--- config.mk ---
export PLATFORM = sky130hd
export DESIGN_NAME = matmul_read_scheduler
export DESIGN_NICKNAME = d
export VERILOG_FILES = /design/src/rtl/matmul_pkg.sv /design/src/rtl/matmul_index_counter.sv /design/src/rtl/matmul_read_scheduler.sv
export SDC_FILE = /design/constraint.sdc
export NUM_CORES = 1
export LEC_CHECK = 0
export CORE_ASPECT_RATIO = 1.1
export CORE_MARGIN = 5
export CORE_UTILIZATION = 40
export CTS_BUF_LIST = sky130_fd_sc_hd__clkbuf_16
export DETAILED_ROUTE_END_ITERATION = 8
export GPL_ROUTABILITY_DRIVEN = 0
export PLACE_DENSITY = 0.71
export SYNTH_ARGS = -nofsm -noshare
export SYNTH_HDL_FRONTEND = slang
export SYNTH_SLANG_ARGS = --single-unit
--- constraint.sdc ---
create_clock -name clk -period 4 [get_ports clk]
set_clock_uncertainty 0.15 [all_clocks]
set_input_delay 0.4 -clock clk [delete_from_list [all_inputs] [get_ports clk]]
set_output_delay 0.4 -clock clk [all_outputs]
set_load 0.01 [all_outputs]
--- src/rtl/matmul_pkg.sv ---
// matmul_pkg: types and helpers shared by the matrix-multiply read scheduler
// and the load-side memory write controller.
//   sched_state_t : read scheduler FSM states (IDLE, RUN, DRAIN, DONE)
//   addr_width(n) : operand memory address width for an n x n matrix
//   idx_width(n)  : row/column/inner index width for an n x n matrix
package matmul_pkg;

  typedef enum logic [1:0] {
    IDLE  = 2'd0,
    RUN   = 2'd1,
    DRAIN = 2'd2,
    DONE  = 2'd3
  } sched_state_t;

  function automatic int addr_width(input int n);
    return $clog2(n * n);
  endfunction

  function automatic int idx_width(input int n);
    return $clog2(n);
  endfunction

endpackage

--- src/rtl/matmul_index_counter.sv ---
// matmul_index_counter: nested inner (k), column (j) and row (i) counter.
// k advances fastest; j advances when k wraps; i advances when j wraps.
// Ports:
//   clk, rst            clock, synchronous active-high reset
//   clr                 load all indices with 0 (has priority over en)
//   en                  advance by one step
//   i_idx, j_idx, k_idx current indices
//   i_last/j_last/k_last index currently equals N-1
module matmul_index_counter
  import matmul_pkg::*;
#(
  parameter int N  = 8,
  parameter int IW = idx_width(N)
) (
  input  logic          clk,
  input  logic          rst,
  input  logic          clr,
  input  logic          en,
  output logic [IW-1:0] i_idx,
  output logic [IW-1:0] j_idx,
  output logic [IW-1:0] k_idx,
  output logic          i_last,
  output logic          j_last,
  output logic          k_last
);

  logic [IW-1:0] i_q, i_d;
  logic [IW-1:0] j_q, j_d;
  logic [IW-1:0] k_q, k_d;

  assign i_last = (i_q == IW'(N - 1));
  assign j_last = (j_q == IW'(N - 1));
  assign k_last = (k_q == IW'(N - 1));

  always_comb begin
    i_d = i_q;
    j_d = j_q;
    k_d = k_q;
    if (clr) begin
      i_d = '0;
      j_d = '0;
      k_d = '0;
    end else if (en) begin
      // N is a power of two, so natural wrap of the +1 gives the N-1 -> 0 step.
      k_d = k_q + 1'b1;
      if (k_last) begin
        j_d = j_q + 1'b1;
        if (j_last) begin
          i_d = i_q + 1'b1;
        end
      end
    end
  end

  always_ff @(posedge clk) begin
    if (rst) begin
      i_q <= '0;
      j_q <= '0;
      k_q <= '0;
    end else begin
      i_q <= i_d;
      j_q <= j_d;
      k_q <= k_d;
    end
  end

  assign i_idx = i_q;
  assign j_idx = j_q;
  assign k_idx = k_q;

endmodule

--- src/rtl/matmul_read_scheduler.sv ---
// matmul_read_scheduler: issues one paired A/B operand read per cycle while
// walking C = A x B in (i, j, k) order, with MAC control delayed one cycle to
// line up with the 1-cycle memory read latency.
// Ports:
//   clk, rst                    clock, synchronous active-high reset
//   start                       begin one multiplication (sampled in IDLE only)
//   hold                        result-path stall; suppresses new reads in RUN
//   rd_address_a/rd_address_b   operand memory read addresses
//   rd_en                       read strobe to both memories
//   mac_valid/first/last        MAC control for the data now on the memory outputs
//   mac_row/mac_col             C element the current term belongs to
//   busy                        high in RUN and DRAIN
//   done                        one-cycle completion pulse
// Build option: define MATMUL_SCHED_B_COLMAJOR_EN when B is stored
// column-major; B addresses become j*N + k instead of k*N + j.
module matmul_read_scheduler
  import matmul_pkg::*;
#(
  parameter int N  = 8,
  parameter int AW = addr_width(N),
  parameter int IW = idx_width(N)
) (
  input  logic          clk,
  input  logic          rst,
  input  logic          start,
  input  logic          hold,
  output logic [AW-1:0] rd_address_a,
  output logic [AW-1:0] rd_address_b,
  output logic          rd_en,
  output logic          mac_valid,
  output logic          mac_first,
  output logic          mac_last,
  output logic [IW-1:0] mac_row,
  output logic [IW-1:0] mac_col,
  output logic          busy,
  output logic          done
);

  sched_state_t  state_q, state_d;
  logic          busy_q, busy_d;
  logic          done_q, done_d;
  logic          mac_valid_q, mac_valid_d;
  logic          mac_first_q, mac_first_d;
  logic          mac_last_q, mac_last_d;
  logic [IW-1:0] mac_row_q, mac_row_d;
  logic [IW-1:0] mac_col_q, mac_col_d;

  logic [IW-1:0] i_idx, j_idx, k_idx;
  logic          i_last, j_last, k_last;
  logic          issue;

  // A read goes out every RUN cycle that the result path is not stalling.
  assign issue = (state_q == RUN) && !hold;

  // Counters sit at zero outside RUN; they also wrap back to zero on the last read.
  matmul_index_counter #(.N(N), .IW(IW)) u_idx (
    .clk   (clk),
    .rst   (rst),
    .clr   (state_q != RUN),
    .en    (issue),
    .i_idx (i_idx),
    .j_idx (j_idx),
    .k_idx (k_idx),
    .i_last(i_last),
    .j_last(j_last),
    .k_last(k_last)
  );

  // Products of N-range indices with N fit in AW bits since N is a power of two.
  assign rd_address_a = AW'(i_idx) * AW'(N) + AW'(k_idx);
`ifdef MATMUL_SCHED_B_COLMAJOR_EN
  assign rd_address_b = AW'(j_idx) * AW'(N) + AW'(k_idx);
`else
  assign rd_address_b = AW'(k_idx) * AW'(N) + AW'(j_idx);
`endif
  assign rd_en = issue;

  always_comb begin
    state_d = state_q;
    unique case (state_q)
      IDLE:    if (start) state_d = RUN;
      RUN:     if (issue && i_last && j_last && k_last) state_d = DRAIN;
      DRAIN:   state_d = DONE;
      DONE:    state_d = IDLE;
      default: state_d = IDLE;
    endcase

    busy_d = (state_d == RUN) || (state_d == DRAIN);
    done_d = (state_d == DONE);

    // Issue-cycle control captured for the cycle the read data arrives.
    mac_valid_d = issue;
    mac_first_d = issue && (k_idx == '0);
    mac_last_d  = issue && k_last;
    mac_row_d   = issue ? i_idx : '0;
    mac_col_d   = issue ? j_idx : '0;
  end

  always_ff @(posedge clk) begin
    if (rst) begin
      state_q     <= IDLE;
      busy_q      <= 1'b0;
      done_q      <= 1'b0;
      mac_valid_q <= 1'b0;
      mac_first_q <= 1'b0;
      mac_last_q  <= 1'b0;
      mac_row_q   <= '0;
      mac_col_q   <= '0;
    end else begin
      state_q     <= state_d;
      busy_q      <= busy_d;
      done_q      <= done_d;
      mac_valid_q <= mac_valid_d;
      mac_first_q <= mac_first_d;
      mac_last_q  <= mac_last_d;
      mac_row_q   <= mac_row_d;
      mac_col_q   <= mac_col_d;
    end
  end

  assign busy      = busy_q;
  assign done      = done_q;
  assign mac_valid = mac_valid_q;
  assign mac_first = mac_first_q;
  assign mac_last  = mac_last_q;
  assign mac_row   = mac_row_q;
  assign mac_col   = mac_col_q;

endmodule

After elaboration in Yosys (flattened, before gate mapping)
Index checks and enable logic that the tools add are counted.

storage, ports and cells
  input port bits = 4
  bits in registers = 22
  ROM bits = 0
  logic and storage cells = 44
  latch bits = 0
  bits in writable memories = 0
  memories kept = 0

cells by class
  div/mod/pow operators = 0
  equality and inequality tests = 10
  reductions and logical operators = 14
  multiplexer cells = 3
  order comparisons = 0
  bitwise gates (word level) = 1
  multipliers = 0
  $add $sub $neg = 5
  shifts and indexed selects = 0

operators by type and width
  kind                                                                     number
  6-bit by 3-bit adder with 6-bit output                                   2
  3-bit by 1-bit adder with 3-bit output, second input constant            3
  3-bit == test, second input constant                                     3
  2-bit == test, second input constant                                     4
  2-bit one-hot mux with 4 select lines                                    1
  1-bit logical AND                                                        6
  2-bit by 1-bit == test with 1-bit output, second input constant          2
  2-bit 2-to-1 mux                                                         2
  2-bit OR reduction                                                       2
  3-bit logical NOT                                                        1
  3-bit AND reduction                                                      1
  2-bit logical NOT                                                        1
  2-bit by 1-bit inequality test with 1-bit output, second input constant  1
  2-bit AND reduction                                                      1
  1-bit logical NOT                                                        1
  1-bit logical OR                                                         1
  1-bit NOT                                                                1

Longest topological paths before layout
Gate-level depths: netlist of run 1.

  word-level depth = 9
  gate-level depth with buffers = 6
  mapped depth without buffers = 5

Hierarchy
Synthesis of run 1 repeated with hierarchy kept, for this count alone.

second synthesis, totals
  cell total of the unflattened synthesis = 79
  area, all modules = 932.1 µm²

by module, submodules not included
  module                 times used  seq. area each (µm²)  area an instance (µm²)  cells each
  matmul_index_counter   1           180.2                 479.2                   43
  matmul_read_scheduler  1           260.2                 452.9                   36

Least setup slack after synthesis of run 1
OpenSTA, ideal clock, no wires.

  kind = register to register
  from = register u_idx.k_q[0], in the netlist u_idx.k_idx[0]
  to = register u_idx.i_q[1], in the netlist u_idx.i_idx[1]
  buffers on the path = 1
  arrival = 1.471 ns
  cell stages (with the launch flop) = 7
  period minus slack after synthesis = 1.737 ns
  setup slack = 2.263 ns
  cells stage by stage = dfxtp_1 ha_1 ha_1 nor4bb_1 buf_2 a211oi_1 a41o_1

between the ends
  longest elaborated chain between the ends = 2

ends and longest elaborated chain
  element                        line                        source
  start, declared                matmul_index_counter.sv:29  logic [IW-1:0] k_q, k_d;
  start signal, assigned         matmul_index_counter.sv:63  k_q <= k_d;
  3-bit == test                  matmul_index_counter.sv:33  assign k_last = (k_q == IW'(N - 1));
  3-bit AND reduction (no line)  --
  end signal, assigned           matmul_index_counter.sv:61  i_q <= i_d;
  end, declared                  matmul_index_counter.sv:27  logic [IW-1:0] i_q, i_d;

No other way between the ends.
A chain may end at the register's enable or synchronous reset.

Worst setup path in the final report of run 1
  from = input port hold
  to = output port rd_en

between the ends
  longest elaborated chain between the ends = 2

ends and longest elaborated chain
  element            line                         source
  start, declared    matmul_read_scheduler.sv:26  input logic hold,
  1-bit logical NOT  matmul_read_scheduler.sv:53  assign issue = (state_q == RUN) && !hold;
  1-bit logical AND  matmul_read_scheduler.sv:53
  end, declared      matmul_read_scheduler.sv:29  output logic rd_en,

No other way between the ends.

==> impl_metrics.json, run 1 <==
{
  "run_status": "complete, no violations",
  "antenna_found_initial": 0,
  "maxCapViolations": 0,
  "register_area_um2": 440,
  "place_hpwl_mm": 1.17,
  "worst_slew_margin_rel_pct": 53.7,
  "hold_ws_ns": 0.360,
  "dieArea_um2": 3190,
  "tritoncts_buffer_count": 3,
  "grt-ovfl-total": 0,
  "syn2layout_area_growth_pct": 42.7,
  "timing.setup.critical_path_class": "primary input to output port",
  "clock_power_share_pct": 51.5,
  "fin_nets": 117,
  "dp_slack_ns": 1.44,
  "power_density_nw_per_um2": 434,
  "mappedNetlistArea_um2": 865,
  "final_hold_viol_count": 0,
  "setup-violations-final": 0,
  "synthesis.nets": 91,
  "synth_cell_types": 26,
  "clock-sinks": 22,
  "p_comb_share_pct": 6.0,
  "ant_nets": 0,
  "critPathRequiredTime_ns": 3.45,
  "finalSetupTns_ns": 0,
  "layoutNonFillerInstCount": 133,
  "clkTransAtPathRegs_ns": 0.06,
  "cp.arrival_ns": 2.00,
  "via_per_instance_ratio": 4.71,
  "fmaxAchievable_mhz": 392,
  "sequential_to_total_area_share_from_yosys_stat_pct": 50.9,
  "post-route-worst-setup-slack_ns": 1.45,
  "finalPower_uw": 535,
  "slew_viol_final": 0,
  "worst_skew_pair.late_latency_ns": 0.25,
  "number_of_hold_repair_buffers_added_at_the_cts_stage": 0,
  "power.switching_fraction_pct": 17.9,
  "detailedRoute.firstIterationViolations": 11,
  "io_pins": 28,
  "power.switching_uw": 95.8,
  "row_count": 17,
  "first_global_vias": 577,
  "slew_at_the_pin_closest_to_its_max_slew_limit_ns": 0.693,
  "area_taken_by_multi_input_logic_gates_um2": 349,
  "cts.htree.levels": 1,
  "number_of_standard_cells_after_synthesis": 80,
  "die_height_um": 58.8,
  "synth.top_cells.by_area": "dfxtp_1 51%, ha_1 10%, inv_1 3.0%",
  "placed_cells": 129,
  "synth.avg_cell_area_um2": 10.8,
  "tritoncts": "yes",
  "unrepaired_setup_endpoints_after_global_routing": "false",
  "timing.critical_path.from": "hold",
  "async_flop_share_pct": 0,
  "endpoint_kind": "output port",
  "ir_worst_vdd_mv": 0.210,
  "post_route_cells_drive_above_1_share_pct": 7.62,
  "die_w_um": 54.3,
  "synthesis.yosys.warnings": 0,
  "drtPass1Iterations": 4,
  "grt_max_degree": 14,
  "initial_core_util_pct": 42.3,
  "proportion_of_power_drawn_by_flip_flops_and_latches_pct": 42.5,
  "startpoint_type": "primary input",
  "drt-total-wl_mm": 1.52,
  "r2r-start": "u_idx.k_idx[0]$_SDFFE_PP0P_",
  "routed-via-count": 626,
  "post_cts_setup_repair_buffer_count": 0,
  "tot_gr_track_use_pct": 10.7,
  "cts.path.max_buffers": 2,
  "crit_fanout": 8,
  "fillers": 179,
  "ctsResizeCount": 0,
  "min_period_over_period_pct": 63.8,
  "leakage_uw": 0.000520,
  "insertedDiodeCount": 0,
  "worst_hold_path_type": "flop to flop",
  "synthFlopType": "dfxtp_1",
  "timing.hold.worst.start": "u_idx.j_idx[1]$_SDFFE_PP0P_",
  "clk_root_buffer_cell": "clkbuf_16",
  "synthDominantAreaCellType": "dfxtp_1",
  "fp.coreArea_um2": 2040,
  "netlist.area_leader.share_pct": 50.9,
  "period_needed_ns": 2.55,
  "wire_length_of_the_first_global_routing_pass_mm": 2.47,
  "number_of_enable_flip_flop_cells_after_synthesis": 0,
  "detail_route.drc_violations": 0,
  "yosys_register_bits": 22,
  "drt-wirelength-per-cell_um": 11.5,
  "portBuffers": 27,
  "power_report.internal_total_uw": 440
}
sequential cells by signal, indices dropped and copies added (netlist names), 2 cells and up:
name / cells
mac_row: 3
u_idx.k_idx: 3
u_idx.i_idx: 3
state_q: 2
u_idx.j_idx: 3
mac_col: 3
routing by layer:
metal  global-route usage, %  share of wire, %  up-vias
met4                    7.47               2.8        0
met2                    16.1                43       18
li1                        -                 -      322
met5                       0                 0        -
met1                    12.8                48      281
met3                    3.04               6.0        5
cells in the mapped netlist (2+ instances only):
master and count:
a41o_1 2, ha_1 7, buf_4 3, inv_1 7
nor2_1 6, a211oi_1 2, buf_2 3, nor3b_1 2
o221a_2 2, nor3_1 4, and2_1 4, dfxtp_1 22
mux2i_1 2, or3b_1 2
path summary, 6_finish.rpt:
| check | end | slack, ns | cells past startpoint |
|---|---|---|---|
| setup / recovery | rd_en | 1.45 | 4 |
| hold / removal | mac_col[1]$_SDFF_PP0_ | 0.36 | 1 |
| setup reg to reg | u_idx.i_idx[2]$_SDFFE_PP0P_ | 2.17 | 6 |
| hold reg to reg | mac_col[1]$_SDFF_PP0_ | 0.36 | 1 |
through the flow:
step / area (um^2) / util (%)
floorplan: 865 / -
global placement: 1130 / 55.3
detailed placement: 1130 / 55.3
CTS: 1230 / 60.4
global route: 1230 / 60.4
finish: 1230 / 60.4
cell families (layout without fill, tap and decap cells):
logic type / count (synthesis) / count (layout) / synth area share (%)
AO/OA/AOI/OAI: 9 / 9 / 9.55
XOR/XNOR: 2 / 2 / 2.03
adder cells (fa/ha/maj): 7 / 7 / 10.1
buffers and inverters: 14 / 39 / 8.68
flip-flops: 22 / 22 / 50.9
multiplexers: 2 / 2 / 2.32
AND/OR/NAND/NOR: 24 / 24 / 16.4
final cells by class:
class / count / share of cell area (%)
Sequential cell: 22 / 35.7
Tap cell: 28 / 2.84
Clock buffer: 3 / 6.09
Inverter: 7 / 2.13
Clock inverter: 1 / 2.43
Multi-Input combinational cell: 44 / 28.3
Timing Repair Buffer: 28 / 22.5
cells in the final DEF, fill, tap and decap left out, types with 3 or more instances in the layout:
master	instances
clkdlybuf4s50_1	27
ha_1	7
nor2_1	6
nor3_1	4
inv_1	7
clkbuf_16	3
and2_1	4
dfxtp_1	22
worst max-delay path, cell delays in order:
cell	delay, ns
clkdlybuf4s50_1	0.47
or3b_1	0.51
inv_1	0.10
clkdlybuf4s50_1	0.53
power groups by stage:
stage / registers (uW) / clock network (uW) / logic [uW]
floorplan: 233 / 0 / 17.8
global placement: 232 / 0 / 32.0
detailed placement: 232 / 0 / 32.5
CTS: 228 / 282 / 32.6
global route: 228 / 293 / 35.0
finish: 228 / 276 / 32.1
No activity file was read; power rests on OpenSTA's default activity.
==> run 2: changes to the inputs <==
==> constraint.sdc (replaced) <==
create_clock -name clk -period 2.6 [get_ports clk]
set_clock_uncertainty 0.15 [all_clocks]
set_input_delay 0.26 -clock clk [delete_from_list [all_inputs] [get_ports clk]]
set_output_delay 0.26 -clock clk [all_outputs]
set_load 0.01 [all_outputs]
==> impl_metrics.json, run 2 (synthesis gave the netlist of run 1 again) <==
{
  "unrepaired_setup_endpoints_after_global_routing": "false",
  "final_cell_mix": "27 x clkdlybuf4s50_1, 22 x dfxtp_1, 7 x inv_1, 7 x ha_1, 6 x nor2_1",
  "final_hold_viol_count": 0,
  "finalPower_uw": 823,
  "timing.setup.critical_path_class": "primary input to output port",
  "syn2layout_area_growth_pct": 43.6,
  "tritoncts": "yes",
  "cts.path.max_buffers": 2,
  "die_w_um": 54.3,
  "dieArea_um2": 3190,
  "antenna_found_initial": 0,
  "setup-violations-final": 0,
  "io_pins": 28,
  "drtPass1Iterations": 4,
  "insertedDiodeCount": 0,
  "post_cts_setup_repair_buffer_count": 0,
  "ctsResizeCount": 0,
  "r2r-start": "u_idx.k_idx[0]$_SDFFE_PP0P_",
  "layout_commonest_cell": "clkdlybuf4s50_1",
  "detailedRoute.firstIterationViolations": 6,
  "layoutNonFillerInstCount": 134,
  "number_of_hold_repair_buffers_added_at_the_cts_stage": 0,
  "portBuffers": 27,
  "period_needed_ns": 2.13,
  "clock-sinks": 22,
  "tot_gr_track_use_pct": 12.1,
  "routed-via-count": 640,
  "ant_nets": 0,
  "place_hpwl_mm": 1.27,
  "run_status": "complete, no violations",
  "total_placed_instance_area_um2": 1140,
  "leakage_uw": 0.000525,
  "row_count": 17,
  "fp.coreArea_um2": 2040,
  "post-route-worst-setup-slack_ns": 0.470,
  "placed_cells": 130,
  "drt-wirelength-per-cell_um": 12.2,
  "post_route_cells_drive_above_1_share_pct": 8.49,
  "timing.hold.worst.start": "u_idx.i_idx[2]$_SDFFE_PP0P_",
  "wire_length_of_the_first_global_routing_pass_mm": 2.85,
  "grt_max_degree": 14,
  "tritoncts_buffer_count": 3,
  "dp_slack_ns": 0.455,
  "cts.htree.levels": 1,
  "clk_root_buffer_cell": "clkbuf_16",
  "startpoint_type": "primary input",
  "endpoint_kind": "output port",
  "first_global_vias": 666,
  "slew_at_the_pin_closest_to_its_max_slew_limit_ns": 0.705,
  "timing.critical_path.from": "hold",
  "crit_fanout": 4,
  "cp.arrival_ns": 1.72,
  "finalSetupTns_ns": 0,
  "worst_hold_path_type": "flop to flop",
  "ir_worst_vdd_mv": 0.440,
  "grt-ovfl-total": 0,
  "clkTransAtPathRegs_ns": 0.06,
  "initial_core_util_pct": 42.3,
  "via_per_instance_ratio": 4.78,
  "detail_route.drc_violations": 0,
  "fin_nets": 118,
  "power_density_nw_per_um2": 663,
  "slew_viol_final": 0,
  "drt-total-wl_mm": 1.63,
  "fmaxAchievable_mhz": 470,
  "maxCapViolations": 0,
  "min_period_over_period_pct": 81.9,
  "critPathRequiredTime_ns": 2.19,
  "worst_skew_pair.late_latency_ns": 0.25,
  "design_area_um2": 1240,
  "die_height_um": 58.8,
  "worst_slew_margin_rel_pct": 52.9
}
==> run 2: changes by cell type in the layout (fill, tap and decap cells not counted), sizes merged <==
cell / previous run / this run
buf: 1 / 2
==> run 2: area by class of cell <==
cell class | instances | area (um^2)
flip-flops and latches | 22 | 440
well taps | 28 | 35.0
clock inverters | 1 | 30.0
repair buffers | 29 | 285
inverters | 7 | 26.3
multi-input cells | 44 | 349
fillers | 180 | 801
clock buffers | 3 | 75.1
==> run 2: through the flow <==
| step | hold WS (ns) | util (%) |
|---|---|---|
| floorplan | 0.251 | - |
| global placement | 0.328 | 55.6 |
| detailed placement | 0.325 | 55.6 |
| CTS | 0.338 | 60.8 |
| global route | 0.358 | 60.8 |
| finish | 0.343 | 60.8 |
==> run 2: final timing paths <==
path                            endpoint  slack (ns)  depth (start not counted)
max                                rd_en        0.47                          4
min                mac_row[2]$_SDFF_PP0_        0.34                          2
max reg2reg  u_idx.i_idx[2]$_SDFFE_PP0P_        0.75                          6
min reg2reg        mac_row[2]$_SDFF_PP0_        0.34                          2
==> run 2: worst max-delay path, stage by stage <==
cell and delay [ns]:
clkdlybuf4s50_1 0.47, or3b_1 0.40, inv_1 0.06, clkdlybuf4s50_1 0.53
==> run 2: power breakdown <==
| group | switching [uW] | internal [uW] | total [uW] | leakage [uW] |
|---|---|---|---|---|
| clock | 116 | 305 | 421 | 0.0000511 |
| combinational | 23.6 | 28.1 | 51.6 | 0.000295 |
| sequential | 5.88 | 344 | 350 | 0.000178 |
| total | 145 | 677 | 823 | 0.000525 |
==> run 2: layer usage <==
| metal | vias up | share of wire, % | global-route usage [%] |
|---|---|---|---|
| met2 | 21 | 48 | 18.6 |
| li1 | 331 | - | - |
| met1 | 286 | 45 | 15.3 |
| met5 | - | 0 | 0 |
| met3 | 2 | 6.3 | 3.04 |
| met4 | 0 | 0.74 | 6.41 |
